### src/rtl/imem_arbiter_pkg.sv
// Shared encodings and sizing helpers for the instruction-SRAM arbiter.
package udlx_imem_pkg;

  typedef enum logic [1:0] {
    IMEM_IDLE   = 2'd0,
    IMEM_ACCESS = 2'd1,
    IMEM_RESP   = 2'd2
  } imem_state_t;

  typedef enum logic {
    OWNER_FETCH = 1'b0,
    OWNER_LDR   = 1'b1
  } imem_owner_t;

  // Wide enough for LDR_MAX_BURST up to 15.
  localparam int unsigned STARVE_W = 4;

  function automatic int unsigned wait_cnt_width(input int unsigned wait_states);
    int unsigned w;
    w = $clog2(wait_states + 1);
    return (w < 1) ? 1 : w;
  endfunction

endpackage

### src/rtl/imem_arbiter_if.sv
// Requester and SRAM pin bundle; slave is the arbiter side, master the fetch/loader/SRAM side.
interface imem_arbiter_if #(
  parameter int ADDR_WIDTH = 20,
  parameter int DATA_WIDTH = 32
);
  logic                  fetch_req_in;
  logic [ADDR_WIDTH-1:0] fetch_addr_in;
  logic                  fetch_gnt_out;
  logic [DATA_WIDTH-1:0] fetch_data_out;
  logic                  fetch_stall_out;
  logic                  ldr_req_in;
  logic                  ldr_we_in;
  logic [ADDR_WIDTH-1:0] ldr_addr_in;
  logic [DATA_WIDTH-1:0] ldr_wdata_in;
  logic                  ldr_gnt_out;
  logic [DATA_WIDTH-1:0] ldr_rdata_out;
  logic                  mem_cs_out;
  logic                  mem_we_out;
  logic [ADDR_WIDTH-1:0] mem_addr_out;
  logic [DATA_WIDTH-1:0] mem_wdata_out;
  logic [DATA_WIDTH-1:0] mem_data_in;

  modport slave (
    input  fetch_req_in, fetch_addr_in, ldr_req_in, ldr_we_in, ldr_addr_in,
           ldr_wdata_in, mem_data_in,
    output fetch_gnt_out, fetch_data_out, fetch_stall_out, ldr_gnt_out,
           ldr_rdata_out, mem_cs_out, mem_we_out, mem_addr_out, mem_wdata_out
  );

  modport master (
    output fetch_req_in, fetch_addr_in, ldr_req_in, ldr_we_in, ldr_addr_in,
           ldr_wdata_in, mem_data_in,
    input  fetch_gnt_out, fetch_data_out, fetch_stall_out, ldr_gnt_out,
           ldr_rdata_out, mem_cs_out, mem_we_out, mem_addr_out, mem_wdata_out
  );
endinterface

### src/rtl/imem_arbiter_wait_counter.sv
// Loadable down-counter for SRAM wait states; zero flag is combinational from the count.
module imem_wait_counter #(
  parameter int unsigned WIDTH = 1
) (
  input  logic             clk,
  input  logic             rst,
  input  logic             load,
  input  logic [WIDTH-1:0] load_val,
  input  logic             dec,
  output logic             zero
);

  logic [WIDTH-1:0] count;

  always_ff @(posedge clk or posedge rst) begin
    if (rst) begin
      count <= '0;
    end else if (load) begin
      count <= load_val;
    end else if (dec && (count != '0)) begin
      count <= count - 1'b1;
    end
  end

  assign zero = (count == '0);

endmodule

### src/rtl/imem_arbiter.sv
// Single-port instruction SRAM sequencer shared by fetch and loader; grant MEM_WAIT_STATES+2 cycles
// after arbitration, requesters hold their request until the one-cycle gnt, fetch stalled meanwhile.
module imem_arbiter #(
  parameter int ADDR_WIDTH      = 20,
  parameter int DATA_WIDTH      = 32,
  parameter int MEM_WAIT_STATES = 1,
  parameter int LDR_MAX_BURST   = 4
) (
  input  logic            clk,
  input  logic            rst_n,
  imem_arbiter_if.slave   bus
);
  import udlx_imem_pkg::*;

  localparam int unsigned CNT_W = wait_cnt_width(MEM_WAIT_STATES);

  imem_state_t           state;
  imem_owner_t           owner;
  logic [STARVE_W-1:0]   starve_cnt;
  logic                  cs_q;
  logic                  we_q;
  logic                  fetch_gnt_q;
  logic                  ldr_gnt_q;
  logic [ADDR_WIDTH-1:0] addr_q;
  logic [DATA_WIDTH-1:0] wdata_q;
  logic [DATA_WIDTH-1:0] fetch_data_q;
  logic [DATA_WIDTH-1:0] ldr_rdata_q;
  logic                  fetch_starved;
  logic                  ldr_win;
  logic                  cnt_load;
  logic                  cnt_dec;
  logic                  cnt_zero;

  // Loader has priority unless it has already taken LDR_MAX_BURST grants past a waiting fetch.
  always_comb begin
    fetch_starved = bus.fetch_req_in && (starve_cnt == STARVE_W'(LDR_MAX_BURST));
    ldr_win       = bus.ldr_req_in && !fetch_starved;
    cnt_load      = (state == IMEM_IDLE) && (bus.fetch_req_in || bus.ldr_req_in);
    cnt_dec       = (state == IMEM_ACCESS) && !cnt_zero;
  end

  imem_wait_counter #(.WIDTH(CNT_W)) u_wait (
    .clk      (clk),
    .rst      (rst_n),
    .load     (cnt_load),
    .load_val (CNT_W'(MEM_WAIT_STATES)),
    .dec      (cnt_dec),
    .zero     (cnt_zero)
  );

  always_ff @(posedge clk or posedge rst_n) begin
    if (rst_n) begin
      state        <= IMEM_IDLE;
      owner        <= OWNER_FETCH;
      starve_cnt   <= '0;
      cs_q         <= 1'b0;
      we_q         <= 1'b0;
      fetch_gnt_q  <= 1'b0;
      ldr_gnt_q    <= 1'b0;
      addr_q       <= '0;
      wdata_q      <= '0;
      fetch_data_q <= '0;
      ldr_rdata_q  <= '0;
    end else begin
      case (state)
        IMEM_IDLE: begin
          if (ldr_win) begin
            owner      <= OWNER_LDR;
            cs_q       <= 1'b1;
            we_q       <= bus.ldr_we_in;
            addr_q     <= bus.ldr_addr_in;
            wdata_q    <= bus.ldr_wdata_in;
            starve_cnt <= bus.fetch_req_in ? starve_cnt + 1'b1 : '0;
            state      <= IMEM_ACCESS;
          end else if (bus.fetch_req_in) begin
            owner      <= OWNER_FETCH;
            cs_q       <= 1'b1;
            we_q       <= 1'b0;
            addr_q     <= bus.fetch_addr_in;
            wdata_q    <= '0;
            starve_cnt <= '0;
            state      <= IMEM_ACCESS;
          end else begin
            starve_cnt <= '0;
          end
        end
        IMEM_ACCESS: begin
          if (cnt_zero) begin
            if (owner == OWNER_FETCH) begin
              fetch_data_q <= bus.mem_data_in;
            end else if (!we_q) begin
              ldr_rdata_q <= bus.mem_data_in;
            end
            fetch_gnt_q <= (owner == OWNER_FETCH);
            ldr_gnt_q   <= (owner == OWNER_LDR);
            cs_q        <= 1'b0;
            we_q        <= 1'b0;
            state       <= IMEM_RESP;
          end
        end
        IMEM_RESP: begin
          fetch_gnt_q <= 1'b0;
          ldr_gnt_q   <= 1'b0;
          state       <= IMEM_IDLE;
        end
        default: begin
          state <= IMEM_IDLE;
        end
      endcase
    end
  end

  assign bus.fetch_gnt_out   = fetch_gnt_q;
  assign bus.fetch_data_out  = fetch_data_q;
  assign bus.fetch_stall_out = bus.fetch_req_in && !fetch_gnt_q;
  assign bus.ldr_gnt_out     = ldr_gnt_q;
  assign bus.ldr_rdata_out   = ldr_rdata_q;
  assign bus.mem_cs_out      = cs_q;
  assign bus.mem_we_out      = we_q;
  assign bus.mem_addr_out    = addr_q;
  assign bus.mem_wdata_out   = wdata_q;

endmodule

### src/flat_wrapper.sv
// flat-port wrapper written by rule: the top's interface ports become plain ports
module imem_arbiter_flat import udlx_imem_pkg::*;
#(
  parameter int ADDR_WIDTH      = 20,
  parameter int DATA_WIDTH      = 32,
  parameter int MEM_WAIT_STATES = 1,
  parameter int LDR_MAX_BURST   = 4
)
  (clk, rst_n, bus_fetch_req_in, bus_fetch_addr_in, bus_ldr_req_in, bus_ldr_we_in, bus_ldr_addr_in, bus_ldr_wdata_in, bus_mem_data_in, bus_fetch_gnt_out, bus_fetch_data_out, bus_fetch_stall_out, bus_ldr_gnt_out, bus_ldr_rdata_out, bus_mem_cs_out, bus_mem_we_out, bus_mem_addr_out, bus_mem_wdata_out);
  imem_arbiter_if #(.ADDR_WIDTH(ADDR_WIDTH), .DATA_WIDTH(DATA_WIDTH)) bus_i ();
  input  logic clk;
  input  logic rst_n;
  input wire logic [$bits(bus_i.fetch_req_in)-1:0] bus_fetch_req_in;
  input wire logic [$bits(bus_i.fetch_addr_in)-1:0] bus_fetch_addr_in;
  input wire logic [$bits(bus_i.ldr_req_in)-1:0] bus_ldr_req_in;
  input wire logic [$bits(bus_i.ldr_we_in)-1:0] bus_ldr_we_in;
  input wire logic [$bits(bus_i.ldr_addr_in)-1:0] bus_ldr_addr_in;
  input wire logic [$bits(bus_i.ldr_wdata_in)-1:0] bus_ldr_wdata_in;
  input wire logic [$bits(bus_i.mem_data_in)-1:0] bus_mem_data_in;
  output wire logic [$bits(bus_i.fetch_gnt_out)-1:0] bus_fetch_gnt_out;
  output wire logic [$bits(bus_i.fetch_data_out)-1:0] bus_fetch_data_out;
  output wire logic [$bits(bus_i.fetch_stall_out)-1:0] bus_fetch_stall_out;
  output wire logic [$bits(bus_i.ldr_gnt_out)-1:0] bus_ldr_gnt_out;
  output wire logic [$bits(bus_i.ldr_rdata_out)-1:0] bus_ldr_rdata_out;
  output wire logic [$bits(bus_i.mem_cs_out)-1:0] bus_mem_cs_out;
  output wire logic [$bits(bus_i.mem_we_out)-1:0] bus_mem_we_out;
  output wire logic [$bits(bus_i.mem_addr_out)-1:0] bus_mem_addr_out;
  output wire logic [$bits(bus_i.mem_wdata_out)-1:0] bus_mem_wdata_out;
  assign bus_i.fetch_req_in = bus_fetch_req_in;
  assign bus_i.fetch_addr_in = bus_fetch_addr_in;
  assign bus_i.ldr_req_in = bus_ldr_req_in;
  assign bus_i.ldr_we_in = bus_ldr_we_in;
  assign bus_i.ldr_addr_in = bus_ldr_addr_in;
  assign bus_i.ldr_wdata_in = bus_ldr_wdata_in;
  assign bus_i.mem_data_in = bus_mem_data_in;
  assign bus_fetch_gnt_out = bus_i.fetch_gnt_out;
  assign bus_fetch_data_out = bus_i.fetch_data_out;
  assign bus_fetch_stall_out = bus_i.fetch_stall_out;
  assign bus_ldr_gnt_out = bus_i.ldr_gnt_out;
  assign bus_ldr_rdata_out = bus_i.ldr_rdata_out;
  assign bus_mem_cs_out = bus_i.mem_cs_out;
  assign bus_mem_we_out = bus_i.mem_we_out;
  assign bus_mem_addr_out = bus_i.mem_addr_out;
  assign bus_mem_wdata_out = bus_i.mem_wdata_out;
  imem_arbiter #(.ADDR_WIDTH(ADDR_WIDTH), .DATA_WIDTH(DATA_WIDTH), .MEM_WAIT_STATES(MEM_WAIT_STATES), .LDR_MAX_BURST(LDR_MAX_BURST)) u_core (.clk(clk), .rst_n(rst_n), .bus(bus_i));
endmodule
### config.mk
export PLATFORM = sky130hd
export DESIGN_NAME = imem_arbiter_flat
export DESIGN_NICKNAME = d
export VERILOG_FILES = /design/src/rtl/imem_arbiter_pkg.sv /design/src/rtl/imem_arbiter_if.sv /design/src/rtl/imem_arbiter_wait_counter.sv /design/src/rtl/imem_arbiter.sv /design/src/flat_wrapper.sv
export SDC_FILE = /design/constraint.sdc
export NUM_CORES = 1
export LEC_CHECK = 0
export BUFFER_PORTS_ARGS = -buffer_cell sky130_fd_sc_hd__buf_4
export CELL_PAD_IN_SITES_DETAIL_PLACEMENT = 0
export CELL_PAD_IN_SITES_GLOBAL_PLACEMENT = 1
export CORE_ASPECT_RATIO = 0.5
export CORE_MARGIN = 4
export CORE_UTILIZATION = 37
export DETAILED_ROUTE_END_ITERATION = 7
export PLACE_DENSITY_LB_ADDON = 0.1
export SKIP_LAST_GASP = 1
export SLEW_MARGIN = 15
export SYNTH_ARGS = -nofsm -noshare
export SYNTH_HDL_FRONTEND = slang
export SYNTH_SLANG_ARGS = --single-unit
### constraint.sdc
create_clock -name clk -period 6.3 [get_ports clk]
set_input_delay 1.89 -clock clk [delete_from_list [all_inputs] [get_ports clk]]
set_output_delay 1.89 -clock clk [all_outputs]
set_load 0.01 [all_outputs]
# After elaboration in Yosys (flattened, before gate mapping)
# Cells that the tools add are included.
[totals]
inputBits = 109
out_inout_bits = 121
word_cells = 66
ff_bits = 128
[op_classes]
n_eq_ne = 5
bitwise_logic = 3
muxes = 24
add_sub_neg = 2
reduce_logical = 20
[op_table]
columns = ["op", "count"]
rows = [
  ["32-bit two-way mux", 2],
  ["20-bit two-way mux", 2],
  ["1-bit two-way mux", 10],
  ["4-bit two-way mux", 2],
  ["1-bit case mux with 2 select lines", 4],
  ["2-bit nonzero test", 4],
  ["1-bit logical AND", 6],
  ["2-bit two-way mux", 3],
  ["2-bit AND reduction", 3],
  ["3-bit AND reduction", 2],
  ["4-bit by 1-bit adder with 4-bit output (second input constant)", 1],
  ["4-bit by 3-bit equality test with 1-bit output (second input constant)", 1],
  ["2-bit case mux with 2 select lines", 1],
  ["4-bit AND reduction", 1],
  ["3-bit by 2-bit inequality test with 1-bit output (second input constant)", 1],
  ["1-bit NOT", 3],
  ["2-bit by 1-bit equality test with 1-bit output (second input constant)", 1],
  ["2-bit equality test (second input constant)", 1],
  ["1-bit logical NOT", 2],
  ["2-bit logical NOT", 1],
  ["2-bit inequality test (second input constant)", 1],
  ["1-bit logical OR", 1],
  ["1-bit subtractor (second input constant)", 1],
]

# Longest topological paths before layout
[depth]
word_depth = 6
ltp_mapped = 7

# Hierarchy
# From an unflattened synthesis, not the netlist that was laid out.
[unflattened]
cells_unflattened = 389
area_unflattened_um2 = 5182.5
[modules_own_cells]
columns = ["mod", "area_each_um2", "cells_per_inst", "n_inst"]
rows = [
  ["imem_arbiter", 5133.7, 384, 1],
  ["imem_wait_counter", 48.8, 5, 1],
]

# Worst setup path before layout
# OpenSTA, ideal clock, no wires.
[synth_path]
path_kind = "input port to output port"
from = "input port bus_fetch_req_in"
to = "output port bus_fetch_stall_out"
t_required_ps = 4410
arrival_time_ps = 2087
slack_ps = 2323
path_stages = 1
path_buffers = 0
path_cell_list = "nor2b_1"
[synth_between]
elab_chain_len = 1
[synth_rtl]
columns = ["item", "line", "source"]
rows = [
  ["start, declared", "flat_wrapper.sv:13", "input wire logic [$bits(bus_i.fetch_req_in)-1:0] bus_fetch_req_in;"],
  ["1-bit logical AND", "imem_arbiter.sv:115", "assign bus.fetch_stall_out = bus.fetch_req_in && !fetch_gnt_q;"],
  ["end, declared", "flat_wrapper.sv:22", "output wire logic [$bits(bus_i.fetch_stall_out)-1:0] bus_fetch_stall_out;"],
]
# No other way between the ends.

# Worst setup path after layout
# Same ends and word-level chain as after synthesis.

==> results by group <==
CTS
  • TritonCTS Sinks: 128
  • Post-CTS Setup Bufs: 0
  • CTS buffer count: 17
  • H-Tree Depth: 4
  • TritonCTS clock tree: yes
  • Post-CTS Resized: 0
  • Hold Buf Count CTS: 0
  • Clock Tree Root: clkbuf_16
  • Clock Path Buffers: 2
  • Clock Latency Late Sink: 0.40 ns
  • Clk slew on worst S/H paths: 0.05 ns

Die
  • Core box area: 13,740 um2
  • Die height: about 90 um
  • Die ar.: about 16,000 um2
  • I/O pin count: 230
  • Chip Width: 176.8 um
  • Starting Density: 0.3839
  • FP Rows: 30

Setup path
  • R2R cell count: 5
  • Worst setup SP type: input pin
  • Required @ worst endpoint: 4.41 ns
  • CP endpoint kind: primary output
  • Reg2reg end: u_core.bus.mem_addr_out[11]
  • Critical Setup Path Class: in -> out
  • CP max FO: 6
  • Reg2reg start: u_core.starve_cnt[0]
  • Worst R2R Setup Slack: 3.72 ns
  • CP arrival: 2.28 ns

Final layout
  • Antenna cells: 0
  • Layout cell share with drive strength beyond 1: 0.5419
  • Fillers: 1,204
  • Nets: 718
  • Final Cell Area: between 7000 and 8000 um2
  • Area growth syn-to-layout: 45.77%

Global routing
  • Global-route wire length before repair: 22,300 um
  • Initial antenna violation count: 0
  • Largest net degree at the start of global routing: 80
  • Total GRT Usage: 0.1735
  • GRT Residual Overflow: 0
  • Vias in the first global route: slightly above 4,000

Pwr
  • Comb power frac: 0.424
  • Sequential share of power: 0.350
  • Internal Power: roughly 2.8 mW
  • Pleak: 3.821 nW
  • Pwr dens: 544.9 nW/um2
  • Psw: ~1.4 mW
  • VDD IR-drop max: 187.6 uV
  • Part of the power in the clock network: 0.226
  • Sw Ratio: 0.3339
  • Tot Pwr: 4.189 mW

STA
  • Final setup fails: 0
  • Setup tns final: 0 ns
  • FMAX: 0.2396 GHz
  • Worst-Margin Slew: 1.013 ns
  • Clock Skews: 0.01022 ns
  • Slew Limit Fails: 0
  • RSZ-0062 raised after global routing: no
  • Slew margin rel.: 0.3228
  • Tcrit/Tclk final: 0.6626
  • Hold Fails Final Rpt: 0
  • Min Tclk post-route: 4.174 ns

Placement
  • Area post-placement: 7111 um2
  • Hpwl dp: 9723 um
  • Final GP Congestion: 0.7887
  • PortBufs: 229

Synthesis
  • Cell count after synthesis: 385
  • Avg Cell Area, Syn: about 14 um2
  • EDFF count, synth: 0
  • Yosys reg bits: about 130
  • Register area share after synthesis: 0.6074
  • Post-Syn Area: 5274 um2
  • Yosys cell types: 36
  • Warning count from the yosys run: 0
  • Post-synthesis async set-or-reset flop share: 1.000
  • Syn_nets: 496
  • Top FF cell, synth: dfrtp_1

Detailed routing
  • Met1 wire length: 6385 um
  • Met2 routed WL: ~6500 um
  • DR vias/cell: 4.861
  • DR DRC count: 0
  • Total number of vias: slightly below 4,000
  • Final wirelength: 14,150 um
  • Iteration count of the initial detailed-routing pass: 4
  • Starting DRT DRC Count: 200
  • DR top layer: met4
  • WL per Instance: 17.42 um
  • Metal3 WL: around 1100 um
  • Final ANT Viol Nets: 0

Worst hold path
  • Hold path endpoint: u_core.bus.mem_cs_out
  • Hold WC Path Type: reg -> reg
  • Hold Path Origin: u_core.bus.mem_cs_out
  • WHS Path Cells: 2

Flow run
  • Max-cap violations: 0

Status
  • Status: completed
-- power by group through the flow --
stage	sequential, mW	combinational, mW	clock, mW
6_report	1.47	1.78	0.945
5_1_grt	1.52	1.93	1.01
4_1_cts	1.47	1.81	0.969
3_5_place_dp	1.48	1.81	0
3_3_place_gp	1.47	1.79	0
2_1_floorplan	1.61	0.841	0
-- worst max-delay path: stages --
cell     delay (ns)
buf_4          0.13
nor2b_1        0.12
buf_4          0.14
-- cells in the final DEF (no fill, tap or decap), types with 3 or more instances in the layout --
master | netlist | routed
a22o_1 | 33 | 33
buf_4 | 4 | 233
clkbuf_16 | 0 | 17
clkbuf_8 | 0 | 3
clkinv_2 | 0 | 3
clkinv_4 | 0 | 3
clkinvlp_4 | 0 | 4
dfrtp_1 | 128 | 128
inv_1 | 25 | 24
mux2_2 | 33 | 33
mux2_4 | 30 | 30
nand2_1 | 10 | 10
nand3_1 | 22 | 22
nand4_1 | 21 | 21
nor2b_1 | 3 | 3
o21ai_0 | 4 | 4
o221ai_1 | 20 | 20
-- routing by layer --
metal  vias up  global-route usage
met5         -                   0
met4         0             0.05920
met3        13             0.05546
met2       157              0.2634
met1      1917              0.2357
li1       1860                   -
-- through the flow --
stage	setup WS [ns]	cells	hold WS, ns	util
6_report	2.126	812	0.4844	0.5596
4_1_cts	2.122	812	0.4858	0.5596
3_3_place_gp	2.124	780	0.4678	0.5176
3_5_place_dp	2.121	780	0.4733	0.5176
5_1_grt	2.105	812	0.5132	0.5596
2_1_floorplan	0.9974	385	0.4806	-
-- flip-flops by register name, indices dropped and copies added, names as in the netlist --
signal / flops
u_core.bus.fetch_gnt_out: 1
u_core.bus.ldr_gnt_out: 1
u_core.bus.mem_addr_out: 20
u_core.bus.mem_cs_out: 1
u_core.bus.fetch_data_out: 32
u_core.bus.ldr_rdata_out: 32
u_core.state: 2
u_core.bus.mem_wdata_out: 32
u_core.u_wait.count: 1
u_core.owner: 1
u_core.bus.mem_we_out: 1
u_core.starve_cnt: 4
-- worst max path at each step --
stage                      from                            to  slack [ns]  cells past startpoint
2_1_floorplan             rst_n  u_core.bus.fetch_data_out[0]         1.0                      1
3_3_place_gp   bus_fetch_req_in           bus_fetch_stall_out        2.12                      3
3_5_place_dp   bus_fetch_req_in           bus_fetch_stall_out        2.12                      3
4_1_cts        bus_fetch_req_in           bus_fetch_stall_out        2.12                      3
5_1_grt        bus_fetch_req_in           bus_fetch_stall_out        2.11                      3
6_report       bus_fetch_req_in           bus_fetch_stall_out        2.13                      3
-- logic make-up (layout without fill, tap and decap cells) --
logic type / Yosys count / after routing / share of synthesized area
AO/OA/AOI/OAI: 64 / 64 / 0.1013
flip-flops: 128 / 128 / 0.6074
AND/OR/NAND/NOR: 70 / 70 / 0.07782
buffers and inverters: 56 / 291 / 0.04887
multiplexers: 65 / 65 / 0.1599
adder cells (fa/ha/maj): 2 / 2 / 0.004744
-- synthesized netlist by cell type, types with 2 or more instances --
cell type | instances | area [um2]
a21oi_1 | 2 | 10.01
a22o_1 | 33 | 289.0
and2_1 | 2 | 12.51
buf_2 | 8 | 40.04
buf_4 | 4 | 30.03
buf_6 | 3 | 33.78
clkbuf_1 | 15 | 56.30
dfrtp_1 | 128 | 3203
ha_1 | 2 | 25.02
inv_1 | 25 | 93.84
mux2_2 | 33 | 371.6
mux2_4 | 30 | 450.4
nand2_1 | 10 | 37.54
nand3_1 | 22 | 110.1
nand4_1 | 21 | 131.4
nor2_2 | 2 | 12.51
nor2b_1 | 3 | 18.77
o21ai_0 | 4 | 20.02
o221ai_1 | 20 | 175.2
or2_2 | 2 | 12.51
-- layout make-up --
| cell class | instances | area [um2] | share of cell area |
|---|---|---|---|
| sequential | 128 | 3203 | 0.4167 |
| multi-input combinational | 201 | 1818 | 0.2365 |
| timing repair buffer | 233 | 1749 | 0.2275 |
| clock buffer | 20 | 466.7 | 0.06071 |
| tap | 192 | 240.2 | 0.03125 |
| clock inverter | 12 | 110.1 | 0.01432 |
| inverter | 26 | 100.1 | 0.01302 |
(Power assumes the default switching activity.)
